## src/rtl/bram_arb_pkg.sv

```systemverilog
// Shared constants and types for the two-master BRAM arbiter.
// Covers the 32-bit x 2048-word single-port block RAM.
package bram_arb_pkg;

    localparam int P_DWIDTH     = 32;
    localparam int P_EWIDTH     = P_DWIDTH / 8;
    localparam int P_AWIDTH     = 11;
    localparam int P_RD_LATENCY = 1;

    typedef enum logic {
        ID_M0 = 1'b0,
        ID_M1 = 1'b1
    } req_id_e;

    typedef struct packed {
        logic    valid;
        req_id_e id;
    } rd_tag_t;

endpackage

```

## src/rtl/bram_rr_arb2.sv

```systemverilog
// Two-way round-robin grant. The pointer names the requester preferred on a tie
// and flips to the loser whenever a transfer happens.
module bram_rr_arb2
    import bram_arb_pkg::*;
(
    input  logic       clk_i,
    input  logic       rst_i,
    input  logic [1:0] req_i,
    input  logic       fire_i,
    output logic [1:0] gnt_o,
    output logic       ptr_o
);

    req_id_e ptr_q;
    req_id_e ptr_d;

    always_comb begin
        gnt_o = req_i;
        if (&req_i) begin
            gnt_o = (ptr_q == ID_M1) ? 2'b10 : 2'b01;
        end
    end

    always_comb begin
        ptr_d = ptr_q;
        if (fire_i) begin
            ptr_d = gnt_o[1] ? ID_M0 : ID_M1;
        end
    end

    always_ff @(posedge clk_i) begin
        if (rst_i) begin
            ptr_q <= ID_M0;
        end else begin
            ptr_q <= ptr_d;
        end
    end

    assign ptr_o = ptr_q;

endmodule

```

## src/rtl/bram_arb_2to1.sv

```systemverilog
// Shares one registered BRAM port between two masters and steers each read
// completion back to its issuer through a tag pipeline matched to BRAM latency.
module bram_arb_2to1
    import bram_arb_pkg::*;
(
    input  logic                CLK,
    input  logic                RST,
    input  logic                M0_REQ,
    input  logic [P_EWIDTH-1:0] M0_WE,
    input  logic [P_AWIDTH-1:0] M0_ADDR,
    input  logic [P_DWIDTH-1:0] M0_DIN,
    output logic                M0_ACK,
    output logic                M0_RVALID,
    output logic [P_DWIDTH-1:0] M0_DOUT,
    input  logic                M1_REQ,
    input  logic [P_EWIDTH-1:0] M1_WE,
    input  logic [P_AWIDTH-1:0] M1_ADDR,
    input  logic [P_DWIDTH-1:0] M1_DIN,
    output logic                M1_ACK,
    output logic                M1_RVALID,
    output logic [P_DWIDTH-1:0] M1_DOUT,
    output logic                BRAM_EN,
    output logic [P_EWIDTH-1:0] BRAM_WE,
    output logic [P_AWIDTH-1:0] BRAM_ADDR,
    output logic [P_DWIDTH-1:0] BRAM_DIN,
    input  logic [P_DWIDTH-1:0] BRAM_DOUT
);

    logic [1:0]          req;
    logic [1:0]          gnt;
    logic [1:0]          ack;
    logic                fire;
    logic                arb_ptr;
    req_id_e             win_id;
    logic [P_EWIDTH-1:0] win_we;
    logic [P_AWIDTH-1:0] win_addr;
    logic [P_DWIDTH-1:0] win_din;

    logic                bram_en_q,   bram_en_d;
    logic [P_EWIDTH-1:0] bram_we_q,   bram_we_d;
    logic [P_AWIDTH-1:0] bram_addr_q, bram_addr_d;
    logic [P_DWIDTH-1:0] bram_din_q,  bram_din_d;

    rd_tag_t                  new_tag;
    rd_tag_t [P_RD_LATENCY:0] tag_q;
    rd_tag_t [P_RD_LATENCY:0] tag_d;
    rd_tag_t                  tag_out;

    assign req = {M1_REQ, M0_REQ};

    bram_rr_arb2 u_arb (
        .clk_i  (CLK),
        .rst_i  (RST),
        .req_i  (req),
        .fire_i (fire),
        .gnt_o  (gnt),
        .ptr_o  (arb_ptr)
    );

    // Grants are masked during reset so no command is consumed and then dropped.
    assign ack    = gnt & {2{~RST}};
    assign fire   = |ack;
    assign M0_ACK = ack[0];
    assign M1_ACK = ack[1];

    assign win_id = (&req) ? req_id_e'(arb_ptr) : (req[1] ? ID_M1 : ID_M0);

    always_comb begin
        win_we   = M0_WE;
        win_addr = M0_ADDR;
        win_din  = M0_DIN;
        if (win_id == ID_M1) begin
            win_we   = M1_WE;
            win_addr = M1_ADDR;
            win_din  = M1_DIN;
        end
    end

    always_comb begin
        bram_en_d   = fire;
        bram_we_d   = fire ? win_we   : '0;
        bram_addr_d = fire ? win_addr : bram_addr_q;
        bram_din_d  = fire ? win_din  : bram_din_q;
    end

    // One stage for the registered BRAM port plus one per cycle of RAM latency.
    always_comb begin
        new_tag.valid = fire && (win_we == '0);
        new_tag.id    = win_id;
        tag_d         = {tag_q[P_RD_LATENCY-1:0], new_tag};
    end

    always_ff @(posedge CLK) begin
        if (RST) begin
            bram_en_q   <= 1'b0;
            bram_we_q   <= '0;
            bram_addr_q <= '0;
            bram_din_q  <= '0;
            tag_q       <= '0;
        end else begin
            bram_en_q   <= bram_en_d;
            bram_we_q   <= bram_we_d;
            bram_addr_q <= bram_addr_d;
            bram_din_q  <= bram_din_d;
            tag_q       <= tag_d;
        end
    end

    assign BRAM_EN   = bram_en_q;
    assign BRAM_WE   = bram_we_q;
    assign BRAM_ADDR = bram_addr_q;
    assign BRAM_DIN  = bram_din_q;

    assign tag_out   = tag_q[P_RD_LATENCY];
    assign M0_RVALID = tag_out.valid && (tag_out.id == ID_M0);
    assign M1_RVALID = tag_out.valid && (tag_out.id == ID_M1);
    assign M0_DOUT   = BRAM_DOUT;
    assign M1_DOUT   = BRAM_DOUT;

endmodule

```

## config.mk

```make
export PLATFORM = sky130hd
export DESIGN_NAME = bram_arb_2to1
export DESIGN_NICKNAME = d
export VERILOG_FILES = /design/src/rtl/bram_arb_pkg.sv /design/src/rtl/bram_rr_arb2.sv /design/src/rtl/bram_arb_2to1.sv
export SDC_FILE = /design/constraint.sdc
export NUM_CORES = 1
export LEC_CHECK = 0
export ABC_CLOCK_PERIOD_IN_PS = 1600
export CELL_PAD_IN_SITES_DETAIL_PLACEMENT = 2
export CELL_PAD_IN_SITES_GLOBAL_PLACEMENT = 2
export CORE_MARGIN = 2
export CORE_UTILIZATION = 15
export DETAILED_ROUTE_END_ITERATION = 10
export GPL_ROUTABILITY_DRIVEN = 0
export PLACE_DENSITY = 0.84
export SLEW_MARGIN = 20
export SYNTH_ARGS = -nofsm -noshare
export SYNTH_HDL_FRONTEND = slang
export SYNTH_HIERARCHICAL = 1
export SYNTH_SLANG_ARGS = --single-unit
```

## constraint.sdc

```tcl
create_clock -name CLK -period 1.6 [get_ports CLK]
set_input_delay 0.16 -clock CLK [delete_from_list [all_inputs] [get_ports CLK]]
set_output_delay 0.16 -clock CLK [all_outputs]
set_load 0.02 [all_outputs]
```

=== Word level (Yosys, flattened, before mapping) ===
Cells that the tools add are included.

* Register bits: 53
* Output and inout bits: 116
* Bits of input ports: 130

* Reductions and logical operators: 7
* Multiplexer cells: 8
* Bitwise gates (word level): 4

{| class="wikitable"
|+ Operators by type and width
! operator !! number
|-
| $mux 32 || 1
|-
| $mux 11 || 1
|-
| $logic_not 4->1 || 1
|-
| $mux 2 || 2
|-
| $mux 4 || 1
|-
| $reduce_or 2->1 || 2
|-
| $logic_and 1x1->1 || 3
|-
| $mux 1 || 3
|-
| $not 1->1 || 3
|-
| $and 2x2->2 || 1
|-
| $reduce_and 2->1 || 1
|}

=== Depth between registers and ports, before layout ===
* Word-level depth: 6
* Mapped depth: 9
* Mapped depth without buffers: 7

=== Hierarchy ===
The synthesis kept the hierarchy.

{| class="wikitable"
|+ By module, submodules not included
! module !! times used !! area an instance (um2) !! cells an instance !! sequential area each (um2)
|-
| bram_arb_2to1 || 1 || 2778.9 || 290 || 1041.0
|-
| bram_rr_arb2 || 1 || 53.8 || 6 || 20.0
|}

=== Worst setup path after synthesis ===
Ideal clock, no wire load.

* Kind: reg-to-reg
* Start: register u_arb.ptr_q (netlist: u_arb/ptr_o)
* End: register u_arb.ptr_q (netlist: u_arb/ptr_o)
* Clock period less this slack: 1.551 ns
* Setup time: 0.091 ns
* Data arrival time: 1.460 ns
* Path slack: 0.049 ns
* Cell stages (with the launch flop): 10
* Cells stage by stage: dfxtp_1 -> nand2b_1 -> and2_2 -> nor2_1 -> or2_1 -> buf_2 -> inv_2 -> buf_6 -> nor2_1 -> a311oi_1

* Word-level cells in the longest chain between the ends: 4
* Elaborated cells on any way between the ends: 5
* Those cells by class: 3 x mux; 1 x bitwise; 1 x reduce/logical

{| class="wikitable"
|+ Ends and longest elaborated chain
! element !! line !! text
|-
| start: declaration || bram_rr_arb2.sv:14 || <nowiki>req_id_e ptr_q;</nowiki>
|-
| start signal: assignment || bram_rr_arb2.sv:35 || <nowiki>ptr_q <= ptr_d;</nowiki>
|-
| $mux 2 || bram_rr_arb2.sv:20 || <nowiki>gnt_o = (ptr_q == ID_M1) ? 2'b10 : 2'b01;</nowiki>
|-
| $mux 2 || bram_rr_arb2.sv:19 || <nowiki>if (&req_i) begin</nowiki>
|-
| net gnt[1] || bram_arb_2to1.sv:30 || <nowiki>logic [1:0] gnt;</nowiki>
|-
| $and 2x2->2 || bram_arb_2to1.sv:61 || <nowiki>assign ack = gnt & {2{~RST}};</nowiki>
|-
| $reduce_or 2->1 || bram_arb_2to1.sv:62 || <nowiki>assign fire = |ack;</nowiki>
|-
| net bram_en_d || bram_arb_2to1.sv:39 || <nowiki>logic bram_en_q, bram_en_d;</nowiki>
|}

The timed path passes the listed nets, and every way through them passes these cells.
A chain may end at the register's enable or synchronous reset.

=== Worst setup path in the final report ===
* Start: register tag_q, in the netlist tag_out[0]
* End: output M1_RVALID

* Word-level cells in the longest chain between the ends: 1

{| class="wikitable"
|+ Ends and longest elaborated chain
! element !! line !! text
|-
| start: declaration || bram_arb_2to1.sv:45 || <nowiki>rd_tag_t [P_RD_LATENCY:0] tag_q;</nowiki>
|-
| start signal: assignment || bram_arb_2to1.sv:105 || <nowiki>tag_q <= tag_d;</nowiki>
|-
| $logic_and 1x1->1 || bram_arb_2to1.sv:116 || <nowiki>assign M1_RVALID = tag_out.valid && (tag_out.id == ID_M1);</nowiki>
|-
| end: declaration || bram_arb_2to1.sv:20 || <nowiki>output logic M1_RVALID,</nowiki>
|}

No other way between the ends.

==> impl_metrics.toml <==
[routing]
num_vias = 2406
drt_iter0_drc = 33
drc = 0
routedWlPerCell_um = 16.23
viasPerCell = 3.868
detail-route-antenna-nets = 0
totalWireLength_mm = 10.09
drtPass1Iterations = 3

[synth]
synth_top_family_by_area = "buffers and inverters"
synthesis.nets = 426
ys_ff_latch = 53
synthAdderAreaFrac = 0
syn_area_um2 = 2833
synth_warnings = 6
yosysUniqueCellTypes = 24
synthMuxAreaShare = 0.1696
synthSimpleGateAreaFrac = 0.1431
ys_seq_area_frac = 0.3746
syn_inst = 296
synth-compound-area-share = 0.09894
syn_avg_cell_area_um2 = 9.570
synth-xor-area-share = 0

[pwr]
peakVddDrop_uv = 343.9
p_clk_frac = 0.303
combPwrFrac = 0.292
p_switching_mw = 1.030
seqPwrFrac = 0.405
p_per_area_nw_per_um2 = 829.4
power_leakage_nw = 1.780
internal_power_mw = 2.645
switching_share = 0.2803

[critical_path]
path_max_fanout = 2
crit_chain = "and2_1 -> clkdlybuf4s50_1"
cp_data_arrival_time_ns = 1.38
cpLargestDelayFamily = "buffers and inverters"
startpoint_type = "register"
cp_slowest_cell = "clkdlybuf4s50_1"
max_stage_delay_ns = 0.60
crit_buf_inv = 1
cp.required_ns = 1.44
path_class = "register to primary output"
cp-end-kind = "primary output"

[layout]
drive_above_1_share = 0.1082
num-nets-final = 518
fillerInstances = 2107
multi_input_comb_area_um2 = 1187
most-common-layout-cells = "clkdlybuf4s50_1 (146), dfxtp_1 (53), mux2i_1 (48), nand3b_1 (38), o21ai_0 (20)"
syn_to_final_growth_pct = 56.40
diodes = 0
ff_latch_area_um2 = 1061
final_common_cell = "clkdlybuf4s50_1"

[floorplan]
die_h_um = 141.4
rows = 50
die_x_um = 141.4
ios = 246
initial_core_util = 0.1519
core_um2 = 18640
dieArea_um2 = 20000

[placed_design]
port_buffers = 149
dpl_worst_slack_ns = -0.3945
dp_hpwl_mm = 7.205

[timing]
layout_setup_ws_ns = 0.05980
tightest_slew_ns = 0.4620
setup_viol = 0
slew_headroom = 0.6920
period_minus_slack_ns = 1.540
post-route-period-util = 0.9626
skew_ns = 0.002772
hold_viol = 0
drv_slew = 0
hold_ws_ns = 0.3200
max_freq_mhz = 649.3

[run_status]
outcome = "finished, final reports clean"

[cts]
max-clock-path-buffers = 2
cts.sinks = 53
clk_pin_slew_ns = 0.07
ctsHoldBuffers = 0
htree_num_levels = 2
insertion_delay_ns = 0.30
cts_buffers = 5
root_buffer = "clkbuf_16"
cts_tree = "built"

[global_route]
grt_max_degree = 44
antenna_found_initial = 0
grt_overflow = 0
grt_usage = 0.09365
grt_pass1_vias = 2797
grt_pass1_wl_mm = 14.46

[min_path]
holdCritPathClass = "input pin to primary output"

[job]
max_cap_viol_count = 0
## synthesized netlist by cell type, drive strengths merged
library cell  instances  share of area
a311oi                1         0.0031
o21ai                39          0.073
a21boi                1         0.0027
nand2b                1         0.0022
and2                  2         0.0049
and4b                 1         0.0035
or2                   1         0.0022
a211oi                5          0.020
nor2                 14          0.019
nor2b                 5          0.011
clkbuf                8          0.011
dfxtp                53           0.37
inv                   3         0.0040
buf                  76           0.20
mux2i                48           0.17
nand3b               38           0.10
## cell families (layout without fill, tap and decap cells)
group / after synthesis / count (layout)
mux: 48 / 48
buf+inv: 87 / 179
compound gates: 46 / 46
simple gates: 62 / 62
flops: 53 / 53
## what timing repair did
action                                  CTS  global route
setup buffers                             1             1
gates cloned                              0             2
gates resized for setup                  12            19
endpoints found under the setup margin   42            44
pin swaps                                 0             1
## power groups by stage
stage                     clock [mW]  combinational, mW  sequential (mW)
final                           1.11               1.07             1.49
after global routing            1.22               1.15             1.50
after CTS                       1.18               1.04             1.49
after detailed placement           0               1.03             1.52
after global placement             0              0.998             1.51
after floorplan                    0              0.534             1.64
## worst paths after layout
path                              startpoint     endpoint  slack, ns  depth (start not counted)
worst min-delay path            BRAM_DOUT[5]   M0_DOUT[5]       0.32                          0
worst min register to register      tag_d[2]   tag_out[0]       0.45                          1
worst max register to register   u_arb/ptr_o  u_arb/ptr_o       0.07                          7
worst max-delay path              tag_out[0]    M1_RVALID       0.06                          2
## cell type report
type,count,area share
Clock buffer,7,0.03219
Sequential cell,53,0.2395
Inverter,3,0.004236
Timing Repair Buffer,169,0.3900
Multi-Input combinational cell,156,0.2680
Tap cell,234,0.06608
## sequential cells by signal (all words and copies together), names as in the netlist
signal / flops
tag_d: 2
BRAM_ADDR: 11
BRAM_EN: 1
BRAM_DIN: 32
u_arb/ptr_o: 1
tag_out: 2
BRAM_WE: 4
## stage by stage
stage               std cells  utilization  area [µm²]  setup TNS [ns]  power [mW]
floorplan                 296            -        2833               0       2.176
global placement          611       0.2244        4183          -14.39       2.510
detailed placement        611       0.2244        4183          -17.02       2.548
CTS                       619       0.2332        4348               0       3.712
global route              622       0.2377        4431        -0.01568       3.872
finish                    622       0.2377        4431               0       3.674
## routing by layer
metal | share of wire | vias up | global-route usage | wire length, µm
met3 | 0.075 | 23 | 0.03274 | 760
li1 | - | 1130 | - | -
met4 | 0.014 | 0 | 0.02895 | 138
met5 | 0 | - | 0 | 0
met2 | 0.51 | 98 | 0.1763 | 5175
met1 | 0.40 | 1155 | 0.09723 | 4019
Note: power is estimated with default switching activity, not from simulation.
